===== config.mk =====
export PLATFORM = sky130hd
export DESIGN_NAME = baccarat_dealer_fsm
export DESIGN_NICKNAME = d
export VERILOG_FILES = /design/src/rtl/baccarat_pkg.sv /design/src/rtl/banker_draw_rule.sv /design/src/rtl/baccarat_dealer_fsm.sv
export SDC_FILE = /design/constraint.sdc
export NUM_CORES = 1
export LEC_CHECK = 0
export BUFFER_PORTS_ARGS = -buffer_cell sky130_fd_sc_hd__buf_2
export CORE_AREA = 2 2 39 41
export DETAILED_ROUTE_END_ITERATION = 10
export DIE_AREA = 0 0 41 43
export PLACE_DENSITY = 0.74
export SLEW_MARGIN = 20
export SYNTH_ARGS = -nofsm -noshare
export SYNTH_HDL_FRONTEND = slang
export SYNTH_SLANG_ARGS = --single-unit

===== constraint.sdc =====
create_clock -name slow_clock -period 2 [get_ports slow_clock]
set_input_delay 0.3 -clock slow_clock [delete_from_list [all_inputs] [get_ports slow_clock]]
set_output_delay 0.3 -clock slow_clock [all_outputs]
set_load 0.01 [all_outputs]

===== src/rtl/baccarat_pkg.sv =====
// ----------------------------------------------------------------------------
// baccarat_pkg : shared state encoding, rule constants and card valuation
// Revision 1.0 : initial release
// ----------------------------------------------------------------------------
`default_nettype none

package baccarat_pkg;

    typedef enum logic [3:0] {
        S_RST   = 4'd0,
        DEAL_P1 = 4'd1,
        DEAL_D1 = 4'd2,
        DEAL_P2 = 4'd3,
        DEAL_D2 = 4'd4,
        EVAL    = 4'd5,
        DEAL_P3 = 4'd6,
        EVAL_B  = 4'd7,
        DEAL_D3 = 4'd8,
        RESULT  = 4'd9,
        DONE    = 4'd10
    } state_t;

    localparam logic [3:0] NATURAL_MIN      = 4'd8;
    localparam logic [3:0] PLAYER_STAND_MIN = 4'd6;

    // Tens and face cards count as zero.
    function automatic logic [3:0] card_value(input logic [3:0] rank);
        return (rank >= 4'd10) ? 4'd0 : rank;
    endfunction

endpackage

`default_nettype wire


===== src/rtl/banker_draw_rule.sv =====
// ----------------------------------------------------------------------------
// banker_draw_rule : banker third-card tableau, given banker total and player v
// Revision 1.0 : initial release
// ----------------------------------------------------------------------------
`default_nettype none

module banker_draw_rule (
    input  logic [3:0] dscore,
    input  logic [3:0] v,
    output logic       draw
);

    always_comb begin
        draw = 1'b0;
        case (dscore)
            4'd0, 4'd1, 4'd2: draw = 1'b1;
            4'd3:             draw = (v != 4'd8);
            4'd4:             draw = (v >= 4'd2) && (v <= 4'd7);
            4'd5:             draw = (v >= 4'd4) && (v <= 4'd7);
            4'd6:             draw = (v >= 4'd6) && (v <= 4'd7);
            default:          draw = 1'b0;
        endcase
    end

endmodule

`default_nettype wire


===== src/rtl/baccarat_dealer_fsm.sv =====
// ----------------------------------------------------------------------------
// baccarat_dealer_fsm : sequences card loads, applies baccarat drawing rules
// Revision 1.0 : initial release
// ----------------------------------------------------------------------------
`default_nettype none

module baccarat_dealer_fsm
    import baccarat_pkg::*;
#(
    parameter int CARD_W  = 4,
    parameter int SCORE_W = 4
) (
    input  logic               slow_clock,
    input  logic               resetb,
    input  logic               advance,
    input  logic [SCORE_W-1:0] pscore,
    input  logic [SCORE_W-1:0] dscore,
    input  logic [CARD_W-1:0]  pcard3,
    output logic               load_pcard1,
    output logic               load_pcard2,
    output logic               load_pcard3,
    output logic               load_dcard1,
    output logic               load_dcard2,
    output logic               load_dcard3,
    output logic               player_win_light,
    output logic               dealer_win_light,
    output logic               hand_done
);

    state_t state_q, state_d;
    logic   player_win_q, player_win_d;
    logic   dealer_win_q, dealer_win_d;
    logic   banker_draw;

    banker_draw_rule u_banker_draw_rule (
        .dscore (dscore),
        .v      (card_value(pcard3)),
        .draw   (banker_draw)
    );

    always_ff @(posedge slow_clock or negedge resetb) begin
        if (!resetb) begin
            state_q      <= S_RST;
            player_win_q <= 1'b0;
            dealer_win_q <= 1'b0;
        end else begin
            state_q      <= state_d;
            player_win_q <= player_win_d;
            dealer_win_q <= dealer_win_d;
        end
    end

    // Strobes come straight from state_q, so an async reset drops them at once.
    always_comb begin
        state_d      = state_q;
        player_win_d = player_win_q;
        dealer_win_d = dealer_win_q;
        load_pcard1  = 1'b0;
        load_pcard2  = 1'b0;
        load_pcard3  = 1'b0;
        load_dcard1  = 1'b0;
        load_dcard2  = 1'b0;
        load_dcard3  = 1'b0;
        case (state_q)
            S_RST:   if (advance) state_d = DEAL_P1;
            DEAL_P1: begin
                load_pcard1 = advance;
                if (advance) state_d = DEAL_D1;
            end
            DEAL_D1: begin
                load_dcard1 = advance;
                if (advance) state_d = DEAL_P2;
            end
            DEAL_P2: begin
                load_pcard2 = advance;
                if (advance) state_d = DEAL_D2;
            end
            DEAL_D2: begin
                load_dcard2 = advance;
                if (advance) state_d = EVAL;
            end
            EVAL: if (advance) begin
                if (pscore >= NATURAL_MIN || dscore >= NATURAL_MIN)
                    state_d = RESULT;
                else if (pscore < PLAYER_STAND_MIN)
                    state_d = DEAL_P3;
                else if (dscore < PLAYER_STAND_MIN)
                    state_d = DEAL_D3;
                else
                    state_d = RESULT;
            end
            DEAL_P3: begin
                load_pcard3 = advance;
                if (advance) state_d = EVAL_B;
            end
            EVAL_B:  if (advance) state_d = banker_draw ? DEAL_D3 : RESULT;
            DEAL_D3: begin
                load_dcard3 = advance;
                if (advance) state_d = RESULT;
            end
            RESULT: if (advance) begin
                player_win_d = (pscore >= dscore);
                dealer_win_d = (dscore >= pscore);
                state_d      = DONE;
            end
            DONE:    state_d = DONE;
            default: state_d = S_RST;
        endcase
    end

    assign player_win_light = player_win_q;
    assign dealer_win_light = dealer_win_q;
    assign hand_done        = (state_q == DONE);

endmodule

`default_nettype wire


# --- Word level (Yosys, flattened, before mapping) ---
# Index checks and enable logic that the tools add are counted.
op_classes:
  eq_ne: 27
  muxes: 23
  reduce_logical: 9
  magnitude_cmp: 11
ops:
  columns: ["cell", "count"]
  rows:
  - ["two-way mux 4 bit", 13]
  - ["one-hot mux 4 bit (11 select lines)", 1]
  - ["== test 4 x 3 -> 1 bit (second input constant)", 7]
  - ["inequality test 2 bit (second input constant)", 10]
  - ["== test 4 x 2 -> 1 bit (second input constant)", 4]
  - ["== test 4 bit (second input constant)", 3]
  - ["greater-or-equal comparator 4 bit (second input constant)", 3]
  - ["AND reduction 10 bit", 1]
  - ["== test 4 x 1 -> 1 bit (second input constant)", 2]
  - ["greater-or-equal comparator 4 x 3 -> 1 bit (second input constant)", 2]
  - ["greater-or-equal comparator 4 bit", 2]
  - ["zero test 4 bit", 2]
  - ["less-than comparator 4 x 3 -> 1 bit (second input constant)", 2]
  - ["two-way mux 1 bit", 8]
  - ["one-hot mux 1 bit (5 select lines)", 1]
  - ["greater-or-equal comparator 4 x 2 -> 1 bit (second input constant)", 1]
  - ["less-or-equal comparator 4 x 3 -> 1 bit (second input constant)", 1]
  - ["inequality test 4 bit (second input constant)", 1]
  - ["logical AND 1 bit", 3]
  - ["OR reduction 3 bit", 1]
  - ["AND reduction 2 bit", 1]
  - ["logical OR 1 bit", 1]
word_totals:
  register_bits: 6
  inputBits: 15
  out_inout_bits: 9

# --- Depth between registers and ports, before layout ---
depth:
  word_depth: 8
  depth_mapped: 7

# --- Hierarchy ---
# Synthesis repeated with hierarchy kept, for this count alone.
hier_totals:
  cells_unflattened: 79
  area_unflattened_um2: 606.8
modules_own_cells:
  columns: ["module", "area_each_um2", "seq_area_each_um2", "cells_per_inst", "instances"]
  rows:
  - ["baccarat_dealer_fsm", 554.3, 150.1, 73, 1]
  - ["banker_draw_rule", 52.6, 0.0, 6, 1]

# --- Least setup slack after synthesis ---
# Ideal clock, no wire load.
synth_timing:
  kind: "register to output"
  startpoint: "register state_q[3]"
  endpoint: "output load_pcard1"
  t_arrival_ps: 1129
  required_time_ps: 1700
  slack_ps: 571
  stages_incl_launch_ff: 5
  path_cell_list: "dfrtp_1 -> buf_2 -> nor2_1 -> nand2_1 -> nor3b_1"
synth_between:
  elab_chain_len: 2
synth_rtl:
  columns: ["item", "line", "text"]
  rows:
  - ["start, declared", "baccarat_dealer_fsm.sv:30", "state_t state_q, state_d;"]
  - ["start signal, assigned", "baccarat_dealer_fsm.sv:47", "state_q <= state_d;"]
  - ["== test 4 x 1 -> 1 bit", "baccarat_dealer_fsm.sv:64", "case (state_q)"]
  - ["two-way mux 1 bit", "baccarat_dealer_fsm.sv:64", null]
  - ["end, declared", "baccarat_dealer_fsm.sv:19", "output logic load_pcard1,"]
# No other way between the ends.

# --- Final worst setup path ---
# Ends and elaborated chain as after synthesis.

==> metrics <==
share of layout cells above drive strength 1=30.3%; drt wl/cell=11.8 µm; TNS Setup=0 ns; Skew-Pair Late Insertion Delay=0.25 ns; reg-to-reg setup timing slack=0.58 ns; Seq/Total Area, Yosys=26.1%; clock share of power=15.2%; Slew Limit Headroom=74.7%; first-pass GRT wire length=2180 µm; Post-CTS Setup Bufs=0; most frequent cells in the layout=buf_2 (23), nor2_1 (10), inv_1 (8), nand2_1 (7); total number of vias=618; Layout fillers=137; cells after synthesis=76; PortBufs=23; total wire length=1360 µm; Period minus WS final=1.76 ns; Hold Path Class=in2reg; P_int=407 µW; First-pass DRT Iterations=4; Register-to-Register Path Depth=5; Post-synth EDFFs=0; Placed Area=684 µm²; htree depth=1; critical-path cell list=nor2_1 > nand2_1 > nor3b_1 > buf_2; synth-to-layout area growth=24.6%; ys async rst share=100%; Sw Pwr=350 µW; Yosys top cell area share=26.1%; Starting Density=41.6%; worst vdd ir=737 µV; fmax=567 MHz; ys flop type=dfrtp_1; Hold Path Origin=advance; register bit total from synthesis=6; GRT Resource Usage Total=18.1%; Final Hold Vio Count=0; I/O pins=24; Final Wtd Congestion=0.812; Sw Ratio=46.2%; DRC errors left=0; Post-Syn Area=576 µm²; CP peak stage delay=0.48 ns; Setup crit end kind=primary output; leakage power=0.355 nW; Avg Inst Size Synth=7.57 µm²; post-route clock period utilization=88.2%; Setup Viol. Count Final=0; hold path depth=3; CP arrival=1.46 ns; Synth warnings=0; syn_nets=95; Clock Sinks=6; clock buffer depth=2; ANT cells=0; combinational share of power=45.9%; commonest non-fill, non-tap cell in the layout=buf_2; max-cap violations=0; Slew @ Worst Pin=0.380 ns; CTS root buf=clkbuf_4; Inserted Clock Buffers=3; Distinct cells, synth=28; fin nets=120; vias per inst=5.37; drt initial violations=10; Max Slew Vio Count=0; pin count of the biggest net entering global routing=14; vias in the first global route=568; Multi-input gate area=369 µm²; initial antenna violation count=0; fin area=717 µm²; worst r2r dst=player_win_light; Seq pwr share=38.9%; RSZ-0062 raised after global routing=false; synth top area cells=dfrtp_1 (26%), ha_1 (8.7%), nor2_1 (6.5%); Hold Buf Count CTS=1; clock transition at the registers of the reported paths=0.05 ns; hpwl dp=1110 µm; slowest CP cell=dfrtp_1; CP required=1.70 ns; Register Area=150 µm²; Crit Path Class=reg2out; Row Count=14; Core Region=1380 µm²; status=finished clean; Worst Setup Start Kind=flip-flop; Die W=41 µm; TritonCTS clock tree=done; Power Dens Cells=1060 nW/µm²; gr ovfl total=0; CP max FO=10; area leader, netlist=dfrtp_1; Die Ht=43 µm; RR Startpoint=state_q[2]; Endpoint, Worst Hold=state_q[1]; Max Clock Skew=0.000648 ns; Final ANT Viol Nets=0; full die area=1760 µm²; post-CTS resize count=0
synthesized netlist by cell type, types with 2 or more instances:
cell type  count
nand4_1        2
a41oi_1        2
nand2_1        7
buf_2          3
nand3_1        3
o21ai_0        6
o22ai_1        4
nor2_1        10
dfrtp_1        6
inv_1          8
ha_1           4
nand2b_1       3
a21oi_1        3
power by group through the flow:
stage	clock network, mW	logic (mW)	registers, mW
after floorplan	0	0.335	0.221
after global placement	0	0.340	0.295
after detailed placement	0	0.348	0.295
after CTS	0.115	0.350	0.293
after global routing	0.127	0.397	0.312
final	0.115	0.347	0.295
worst max-delay path: cells and delay by family (launching register included):
kind / cells / cell delay [ns]
simple gates: 3 / 0.58
flops: 1 / 0.48
buf+inv: 1 / 0.16
routing by layer:
metal / GRT usage [%] / wire length, µm / up-vias
met3: 8.38 / 88 / 0
met4: 5.33 / 0 / 0
met2: 29.4 / 673 / 21
met5: 0 / 0 / -
met1: 20.2 / 593 / 279
li1: - / - / 318
kinds of logic (layout without fill, tap and decap cells):
group                      count (synthesis)  in the layout  share of synthesized area [%]
DFF                                        6              6                           26.1
AOI/OAI and AO/OA                         21             21                           25.2
buffers and inverters                     12             35                           9.78
and+or+nand+nor                           33             33                           30.2
adders and majority gates                  4              4                           8.70
how the worst max path moves through the flow:
stage	cells after the start	start	end
2_1_floorplan	4	state_q[3]	load_pcard1
3_3_place_gp	4	state_q[3]	load_pcard1
3_5_place_dp	8	pscore[1]	dealer_win_light
4_1_cts	4	state_q[3]	load_pcard1
5_1_grt	4	state_q[3]	load_pcard1
6_report	4	state_q[3]	load_pcard1
registers in the layout, indices dropped and copies added, names as in the netlist:
| signal | flops |
|---|---|
| player_win_light | 1 |
| dealer_win_light | 1 |
| state_q | 4 |
cell type report:
class | instances | share of cell area (%)
timing repair buffer | 24 | 17.5
inverter | 8 | 4.19
clock buffer | 3 | 3.14
multi-input combinational | 58 | 51.5
sequential | 6 | 20.9
tap | 16 | 2.79
through the flow:
step / power, mW / hold slack [ns] / cells / worst slack [ns] / utilization [%]
floorplan: 0.556 / 0.00441 / 76 / 0.571 / -
global placement: 0.635 / 0.129 / 111 / 0.506 / 49.5
detailed placement: 0.643 / 0.131 / 111 / 0.417 / 49.5
CTS: 0.759 / 0.370 / 115 / 0.237 / 51.8
global route: 0.835 / 0.388 / 115 / 0.0924 / 51.8
finish: 0.757 / 0.364 / 115 / 0.235 / 51.8
Power figures use the tool's default switching activity.
